<file path="src/rtl/branch_cmp_arbiter_pkg.sv">
// Shared RV32I branch types for the comparator arbiter slice.
// Holds the funct3 encoding, the data word type and the illegal-funct3 helper.
package branch_cmp_arbiter_pkg;

    localparam int NUM_BR_REQ_MAX = 8;

    typedef logic [31:0] rv32i_word;

    typedef enum logic [2:0] {
        BR_BEQ  = 3'b000,
        BR_BNE  = 3'b001,
        BR_BLT  = 3'b100,
        BR_BGE  = 3'b101,
        BR_BLTU = 3'b110,
        BR_BGEU = 3'b111
    } branch_funct3_t;

    // funct3 010/011 have no branch meaning; everything else is a real branch.
    function automatic logic is_legal_branch(input logic [2:0] f3);
        logic legal;
        case (f3)
            3'b010, 3'b011: legal = 1'b0;
            default:        legal = 1'b1;
        endcase
        return legal;
    endfunction

endpackage

</file>
<file path="src/rtl/branch_cmp_arbiter_if.sv">
// Request/response bundle between NUM_REQ branch requesters and the shared comparator.
// The master side is the requesters; the slave side is the arbiter.
interface branch_cmp_arbiter_if #(
    parameter int NUM_REQ = 2,
    parameter int TAG_W   = 4
);
    logic                     flush;
    logic [NUM_REQ-1:0]       req_valid;
    logic [NUM_REQ-1:0]       req_ready;
    logic [NUM_REQ*3-1:0]     req_cmpop;
    logic [NUM_REQ*32-1:0]    req_a;
    logic [NUM_REQ*32-1:0]    req_b;
    logic [NUM_REQ*TAG_W-1:0] req_tag;
    logic [NUM_REQ-1:0]       resp_valid;
    logic [NUM_REQ-1:0]       resp_ready;
    logic [NUM_REQ-1:0]       resp_br_en;
    logic [NUM_REQ-1:0]       resp_illegal;
    logic [NUM_REQ*TAG_W-1:0] resp_tag;

    modport master (
        output flush, req_valid, req_cmpop, req_a, req_b, req_tag, resp_ready,
        input  req_ready, resp_valid, resp_br_en, resp_illegal, resp_tag
    );

    modport slave (
        input  flush, req_valid, req_cmpop, req_a, req_b, req_tag, resp_ready,
        output req_ready, resp_valid, resp_br_en, resp_illegal, resp_tag
    );
endinterface

</file>
<file path="src/rtl/branch_cmp_arbiter_cmp.sv">
// Branch comparator: evaluates one RV32I branch condition on two operands.
// Undefined funct3 values resolve to "not taken".
module cmp
    import branch_cmp_arbiter_pkg::*;
(
    input  logic [2:0] cmpop_i,
    input  rv32i_word  a_i,
    input  rv32i_word  b_i,
    output logic       br_en_o
);

    // Branch condition select.
    always_comb begin
        case (cmpop_i)
            BR_BEQ:  br_en_o = (a_i == b_i);
            BR_BNE:  br_en_o = (a_i != b_i);
            BR_BLT:  br_en_o = ($signed(a_i) <  $signed(b_i));
            BR_BGE:  br_en_o = ($signed(a_i) >= $signed(b_i));
            BR_BLTU: br_en_o = (a_i <  b_i);
            BR_BGEU: br_en_o = (a_i >= b_i);
            default: br_en_o = 1'b0;
        endcase
    end

endmodule

</file>
<file path="src/rtl/branch_cmp_arbiter_rr.sv">
// Round-robin arbiter: scans requests starting at ptr_i, wrapping modulo N,
// and grants the first one found.
module rr_arbiter #(
    parameter int N     = 2,
    parameter int PTR_W = $clog2(N)
) (
    input  logic [N-1:0]     req_i,
    input  logic [PTR_W-1:0] ptr_i,
    output logic [N-1:0]     gnt_o,
    output logic [PTR_W-1:0] gnt_idx_o,
    output logic             any_gnt_o
);

    logic [PTR_W:0]   sum_s;
    logic [PTR_W:0]   wrap_s;
    logic [PTR_W-1:0] idx_s;
    logic             take_s;

    // ptr_i < N and k < N, so a single conditional subtract performs the modulo.
    always_comb begin
        gnt_o     = '0;
        gnt_idx_o = '0;
        any_gnt_o = 1'b0;
        sum_s     = '0;
        wrap_s    = '0;
        idx_s     = '0;
        take_s    = 1'b0;
        for (int k = 0; k < N; k++) begin
            sum_s        = {1'b0, ptr_i} + (PTR_W+1)'(k);
            wrap_s       = (sum_s >= (PTR_W+1)'(N)) ? sum_s - (PTR_W+1)'(N) : sum_s;
            idx_s        = wrap_s[PTR_W-1:0];
            take_s       = !any_gnt_o && req_i[idx_s];
            gnt_o[idx_s] = take_s;
            gnt_idx_o    = take_s ? idx_s : gnt_idx_o;
            any_gnt_o    = any_gnt_o | take_s;
        end
    end

endmodule

</file>
<file path="src/rtl/branch_cmp_arbiter.sv">
// Shares one branch comparator among NUM_REQ requesters with round-robin grant
// and a registered one-entry response slot per requester.
module branch_cmp_arbiter
    import branch_cmp_arbiter_pkg::*;
#(
    parameter int NUM_REQ = 2,
    parameter int TAG_W   = 4
) (
    input  logic                clk,
    input  logic                rst_n,
    branch_cmp_arbiter_if.slave bus
);

    localparam int PTR_W = $clog2(NUM_REQ);

    logic [2:0]         op_s  [NUM_REQ];
    rv32i_word          a_s   [NUM_REQ];
    rv32i_word          b_s   [NUM_REQ];
    logic [TAG_W-1:0]   tag_s [NUM_REQ];

    logic [NUM_REQ-1:0] elig_s;
    logic [NUM_REQ-1:0] gnt_s;
    logic [PTR_W-1:0]   gnt_idx_s;
    logic               any_gnt_s;

    logic [2:0]         sel_op_s;
    rv32i_word          sel_a_s;
    rv32i_word          sel_b_s;
    logic               br_en_s;
    logic               illegal_s;

    logic [PTR_W-1:0]         rr_ptr_q, rr_ptr_d;
    logic [NUM_REQ-1:0]       resp_valid_q;
    logic [NUM_REQ-1:0]       resp_br_en_q;
    logic [NUM_REQ-1:0]       resp_illegal_q;
    logic [NUM_REQ*TAG_W-1:0] resp_tag_q;

    for (genvar i = 0; i < NUM_REQ; i++) begin : g_unpack
        assign op_s[i]  = bus.req_cmpop[i*3 +: 3];
        assign a_s[i]   = bus.req_a[i*32 +: 32];
        assign b_s[i]   = bus.req_b[i*32 +: 32];
        assign tag_s[i] = bus.req_tag[i*TAG_W +: TAG_W];
    end

    // A slot being drained this cycle frees its requester for a new grant.
    assign elig_s = bus.req_valid & ~(resp_valid_q & ~bus.resp_ready) & {NUM_REQ{~bus.flush}};

    rr_arbiter #(
        .N     (NUM_REQ),
        .PTR_W (PTR_W)
    ) u_rr (
        .req_i     (elig_s),
        .ptr_i     (rr_ptr_q),
        .gnt_o     (gnt_s),
        .gnt_idx_o (gnt_idx_s),
        .any_gnt_o (any_gnt_s)
    );

    // Operand mux into the shared comparator; idle cycles present a quiet beq 0,0.
    always_comb begin
        if (any_gnt_s) begin
            sel_op_s = op_s[gnt_idx_s];
            sel_a_s  = a_s[gnt_idx_s];
            sel_b_s  = b_s[gnt_idx_s];
        end else begin
            sel_op_s = BR_BEQ;
            sel_a_s  = 32'h0000_0000;
            sel_b_s  = 32'h0000_0000;
        end
    end

    cmp u_cmp (
        .cmpop_i (sel_op_s),
        .a_i     (sel_a_s),
        .b_i     (sel_b_s),
        .br_en_o (br_en_s)
    );

    assign illegal_s = !is_legal_branch(sel_op_s);

    // Pointer moves just past the winner; no grant keeps it in place.
    always_comb begin
        rr_ptr_d = rr_ptr_q;
        if (any_gnt_s) begin
            if (gnt_idx_s == PTR_W'(NUM_REQ-1)) begin
                rr_ptr_d = '0;
            end else begin
                rr_ptr_d = gnt_idx_s + PTR_W'(1);
            end
        end else begin
            rr_ptr_d = rr_ptr_q;
        end
    end

    // Response slots and round-robin pointer; flush empties slots but keeps data and pointer.
    always_ff @(posedge clk or negedge rst_n) begin
        if (!rst_n) begin
            rr_ptr_q       <= '0;
            resp_valid_q   <= '0;
            resp_br_en_q   <= '0;
            resp_illegal_q <= '0;
            resp_tag_q     <= '0;
        end else if (bus.flush) begin
            resp_valid_q   <= '0;
        end else begin
            rr_ptr_q <= rr_ptr_d;
            for (int i = 0; i < NUM_REQ; i++) begin
                if (gnt_s[i]) begin
                    resp_valid_q[i]                <= 1'b1;
                    resp_br_en_q[i]                <= br_en_s;
                    resp_illegal_q[i]              <= illegal_s;
                    resp_tag_q[i*TAG_W +: TAG_W]   <= tag_s[i];
                end else if (bus.resp_ready[i]) begin
                    resp_valid_q[i]                <= 1'b0;
                end else begin
                    resp_valid_q[i]                <= resp_valid_q[i];
                end
            end
        end
    end

    assign bus.req_ready    = gnt_s;
    assign bus.resp_valid   = resp_valid_q;
    assign bus.resp_br_en   = resp_br_en_q;
    assign bus.resp_illegal = resp_illegal_q;
    assign bus.resp_tag     = resp_tag_q;

endmodule

</file>
<file path="src/flat_wrapper.sv">
// flat-port wrapper written by rule: the top's interface ports become plain ports
module branch_cmp_arbiter_flat import branch_cmp_arbiter_pkg::*;
#(
    parameter int NUM_REQ = 2,
    parameter int TAG_W   = 4
)
  (clk, rst_n, bus_flush, bus_req_valid, bus_req_cmpop, bus_req_a, bus_req_b, bus_req_tag, bus_resp_ready, bus_req_ready, bus_resp_valid, bus_resp_br_en, bus_resp_illegal, bus_resp_tag);
  branch_cmp_arbiter_if #(.NUM_REQ(NUM_REQ), .TAG_W(TAG_W)) bus_i ();
  input  logic clk;
  input  logic rst_n;
  input wire logic [$bits(bus_i.flush)-1:0] bus_flush;
  input wire logic [$bits(bus_i.req_valid)-1:0] bus_req_valid;
  input wire logic [$bits(bus_i.req_cmpop)-1:0] bus_req_cmpop;
  input wire logic [$bits(bus_i.req_a)-1:0] bus_req_a;
  input wire logic [$bits(bus_i.req_b)-1:0] bus_req_b;
  input wire logic [$bits(bus_i.req_tag)-1:0] bus_req_tag;
  input wire logic [$bits(bus_i.resp_ready)-1:0] bus_resp_ready;
  output wire logic [$bits(bus_i.req_ready)-1:0] bus_req_ready;
  output wire logic [$bits(bus_i.resp_valid)-1:0] bus_resp_valid;
  output wire logic [$bits(bus_i.resp_br_en)-1:0] bus_resp_br_en;
  output wire logic [$bits(bus_i.resp_illegal)-1:0] bus_resp_illegal;
  output wire logic [$bits(bus_i.resp_tag)-1:0] bus_resp_tag;
  assign bus_i.flush = bus_flush;
  assign bus_i.req_valid = bus_req_valid;
  assign bus_i.req_cmpop = bus_req_cmpop;
  assign bus_i.req_a = bus_req_a;
  assign bus_i.req_b = bus_req_b;
  assign bus_i.req_tag = bus_req_tag;
  assign bus_i.resp_ready = bus_resp_ready;
  assign bus_req_ready = bus_i.req_ready;
  assign bus_resp_valid = bus_i.resp_valid;
  assign bus_resp_br_en = bus_i.resp_br_en;
  assign bus_resp_illegal = bus_i.resp_illegal;
  assign bus_resp_tag = bus_i.resp_tag;
  branch_cmp_arbiter #(.NUM_REQ(NUM_REQ), .TAG_W(TAG_W)) u_core (.clk(clk), .rst_n(rst_n), .bus(bus_i));
endmodule
</file>
<file path="config.mk">
export PLATFORM = sky130hd
export DESIGN_NAME = branch_cmp_arbiter_flat
export DESIGN_NICKNAME = d
export VERILOG_FILES = /design/src/rtl/branch_cmp_arbiter_pkg.sv /design/src/rtl/branch_cmp_arbiter_if.sv /design/src/rtl/branch_cmp_arbiter_cmp.sv /design/src/rtl/branch_cmp_arbiter_rr.sv /design/src/rtl/branch_cmp_arbiter.sv /design/src/flat_wrapper.sv
export SDC_FILE = /design/constraint.sdc
export NUM_CORES = 1
export LEC_CHECK = 0
export CAP_MARGIN = 5
export CORE_MARGIN = 5
export CORE_UTILIZATION = 60
export DETAILED_ROUTE_END_ITERATION = 16
export DONT_BUFFER_PORTS = 1
export PLACE_DENSITY = 0.78
export SLEW_MARGIN = 20
export SYNTH_ARGS = -nofsm -noshare
export SYNTH_HDL_FRONTEND = slang
export SYNTH_SLANG_ARGS = --single-unit
</file>
<file path="constraint.sdc">
create_clock -name clk -period 5 [get_ports clk]
set_input_delay 0.5 -clock clk [delete_from_list [all_inputs] [get_ports clk]]
set_output_delay 0.5 -clock clk [all_outputs]
set_load 0.005 [all_outputs]
</file>
==> impl_metrics.yaml <==
clock_tree:
  root_buffer: "clkbuf_8"
  worstSkewPairLatency_ps: 250
  path_clk_slew_ps: 60
  cts_tree: "yes"
  htree_levels: 1
  numCtsBuffers: 3
  post-cts-setup-buffers: 0
  cts_buffer_depth: 2
  cts.sinks: 15
worst_setup_path:
  start_kind: "register"
  rrSetupSlack_ps: 790
  required_ps: 5150
  cp.arrival_ps: 4360
  r2r_cells: 15
  critical_path.max_fanout: 32
  critPathKind: "reg -> reg"
  r2r-end: "u_core.bus.resp_br_en[0]"
  r2r-start: "u_core.bus.resp_valid[1]"
  cp-end-kind: "register"
place:
  dp_hpwl_um: 5530
  place_area_um2: 2400
  dp_worst_setup_slack_ps: 583
  io_buffers: 0
  gp_congestion: 0.774
floorplanning:
  fp.dieH_um: 72.9
  core_area_um2: 3740
  ios: 165
  dieArea_um2: 5310
  start_util: 0.634
  die_w_um: 72.9
  rows: 22
synthesis:
  syn-cell-area_um2: 2370
  avgSynthCellArea_um2: 5.96
  yosysTopAreaCellShare: 0.339
  synth_nets: 579
  synth_edf_count: 0
  yosys_warnings: 0
  synth-main-ff-cell: "dfrtp_1"
  async_flop_share: 1.00
  seq_area_frac_synth: 0.158
  synth_area_leaders: "nand2_1, ha_1, dfrtp_1"
  synth_cell_types: 35
  synth_seq_cells: 15
  synth_top_cell_by_area: "nand2_1"
  synth_cells: 398
detailed_routing:
  drt_first_pass_iters: 4
  drc: 0
  vias: 2570
  drt_iter0_drc: 140
  wire_per_inst_um: 15.4
  wl_um: 6700
  drtAntennaViolNets: 0
  viasPerCell: 5.91
sta:
  slew_headroom: 0.537
  finalHoldViolCount: 0
  rsz0062_at_grt: "no"
  tns_ps: 0
  finalMaxSlewViolations: 0
  worst_slack_ps: 787
  worst_pin_slew_ps: 693
  finClkSkew_ps: 2.26
  fin_crit_sh: 0.843
  finalCriticalPeriod_ps: 4210
  setup_viol: 0
  max_clock_freq_mhz: 237
min_path:
  hold_path.class: "in -> reg"
  min_delay_worst_endpoint: "u_core.bus.resp_tag[0]"
  hold_depth: 2
  min_from: "bus_req_tag[0]"
layout:
  area.sequential_um2: 375
  fillers: 364
  area_delta_synth_final_pct: 3.64
  drive_above_1_share: 0.0465
  antenna-diode-count: 0
  finalNetCount: 569
  final_cell_area_um2: 2460
  multiInputGateArea_um2: 1910
grt:
  grt_max_degree: 38
  antenna_found_initial: 0
  grt_overflow: 0
  track_usage: 0.243
  grt_pass1_vias: 2482
  grt_pass1_wl_um: 10600
power:
  p_leak_uw: 0.00128
  ir_worst_vdd_uv: 273
  p_per_area_nw_per_um2: 200
outcome:
  status: "complete, no violations"
job:
  maxCapViolCount: 0
-- through the flow --
step	hold WS (ps)	std cells	util	total power, uW
after floorplan	204	398	-	344
after global placement	205	430	0.641	386
after detailed placement	205	430	0.641	393
after CTS	350	435	0.656	497
after global routing	348	435	0.657	543
final	352	435	0.657	493
-- registers in the layout, indices dropped and copies added, names as in the netlist --
name / count
u_core.bus.resp_br_en: 2
u_core.rr_ptr_q: 1
u_core.bus.resp_tag: 8
u_core.bus.resp_illegal: 2
u_core.bus.resp_valid: 2
-- critical path, stage by stage (launching register included) --
cell and delay [ps]:
dfrtp_1 390, nand2b_1 130, and3b_1 260, nand2_2 100, buf_4 240, nand2_1 310
inv_1 300, a22o_1 260, ha_1 330, nand4_1 140, nor2_1 60, o2bb2ai_1 110
or4_1 510, a21oi_1 290, mux2_1 380, o41ai_1 290
-- placed cells by master (no fill, tap or decap), types with 2 or more instances in the layout --
| master | synthesis | routed |
|---|---|---|
| a21o_1 | 6 | 5 |
| a21oi_1 | 44 | 43 |
| a21oi_2 | 1 | 2 |
| a221oi_1 | 2 | 2 |
| a22o_1 | 3 | 3 |
| a22oi_1 | 3 | 3 |
| and3b_1 | 2 | 2 |
| and4_1 | 4 | 4 |
| buf_4 | 0 | 6 |
| clkbuf_8 | 0 | 3 |
| dfrtp_1 | 15 | 15 |
| ha_1 | 32 | 32 |
| inv_1 | 2 | 2 |
| nand2_1 | 214 | 213 |
| nand2_2 | 1 | 2 |
| nand2b_1 | 3 | 3 |
| nand3_1 | 4 | 4 |
| nand3b_1 | 2 | 2 |
| nand4_1 | 4 | 4 |
| nor2_1 | 5 | 5 |
| o211ai_1 | 2 | 2 |
| o21ai_0 | 11 | 11 |
| o41ai_1 | 2 | 2 |
| or4_1 | 2 | 2 |
-- worst max path at each step --
| stage | cells past startpoint | startpoint | endpoint |
|---|---|---|---|
| after global placement | 15 | bus_resp_ready[1] | u_core.bus.resp_br_en[0] |
| final | 15 | u_core.bus.resp_valid[1] | u_core.bus.resp_br_en[0] |
| after detailed placement | 15 | bus_resp_ready[1] | u_core.bus.resp_br_en[1] |
| after CTS | 14 | u_core.bus.resp_valid[1] | u_core.bus.resp_br_en[0] |
| after global routing | 15 | u_core.bus.resp_valid[1] | u_core.bus.resp_br_en[1] |
| after floorplan | 15 | bus_resp_ready[1] | u_core.bus.resp_br_en[0] |
-- Yosys cell counts, types with 2 or more instances --
cell / instances
nor2_1: 5
a22o_1: 3
a221oi_1: 2
a22oi_1: 3
o21ai_0: 11
inv_1: 2
o41ai_1: 2
nand3_1: 4
and4_1: 4
nand2b_1: 3
a21o_1: 6
and3b_1: 2
nand2_1: 214
dfrtp_1: 15
or4_1: 2
nand4_1: 4
o211ai_1: 2
ha_1: 32
a21oi_1: 44
clkbuf_1: 22
nand3b_1: 2
-- power breakdown --
| part | switching [uW] | leakage [uW] | internal (uW) | total, uW |
|---|---|---|---|---|
| clock network | 44.8 | 0.0000255 | 55.3 | 100 |
| logic | 140 | 0.00106 | 92.6 | 233 |
| registers | 17.4 | 0.000189 | 143 | 160 |
| total | 202 | 0.00128 | 290 | 493 |
-- cells by family after synthesis --
kind of cell               share of synthesized area
AOI/OAI and AO/OA                              0.197
xor gates and xnor gates                     0.00686
adders and majority gates                      0.169
buffers and inverters                         0.0396
DFF                                            0.158
muxes                                        0.00897
and+or+nand+nor                                0.421
-- what timing repair did --
item / in CTS / in global routing
setup endpoints to repair: 0 / 0
hold buffers: 1 / 0
endpoints found under the hold margin: 15 / 0
resized for setup: 0 / 0
-- layer usage --
layer / GRT usage / share of wire
met2: 0.437 / 0.48
met5: 0 / 0
met4: 0.0451 / 0.012
met3: 0.0551 / 0.096
met1: 0.297 / 0.41
-- cell type report --
class                      instances  share of cell area
multi-input combinational        358               0.777
sequential                        15               0.153
tap                               48              0.0244
timing repair buffer               7              0.0224
clock buffer                       3              0.0168
inverter                           3             0.00458
clock inverter                     1             0.00204
Note: power is estimated with default switching activity, not from simulation.
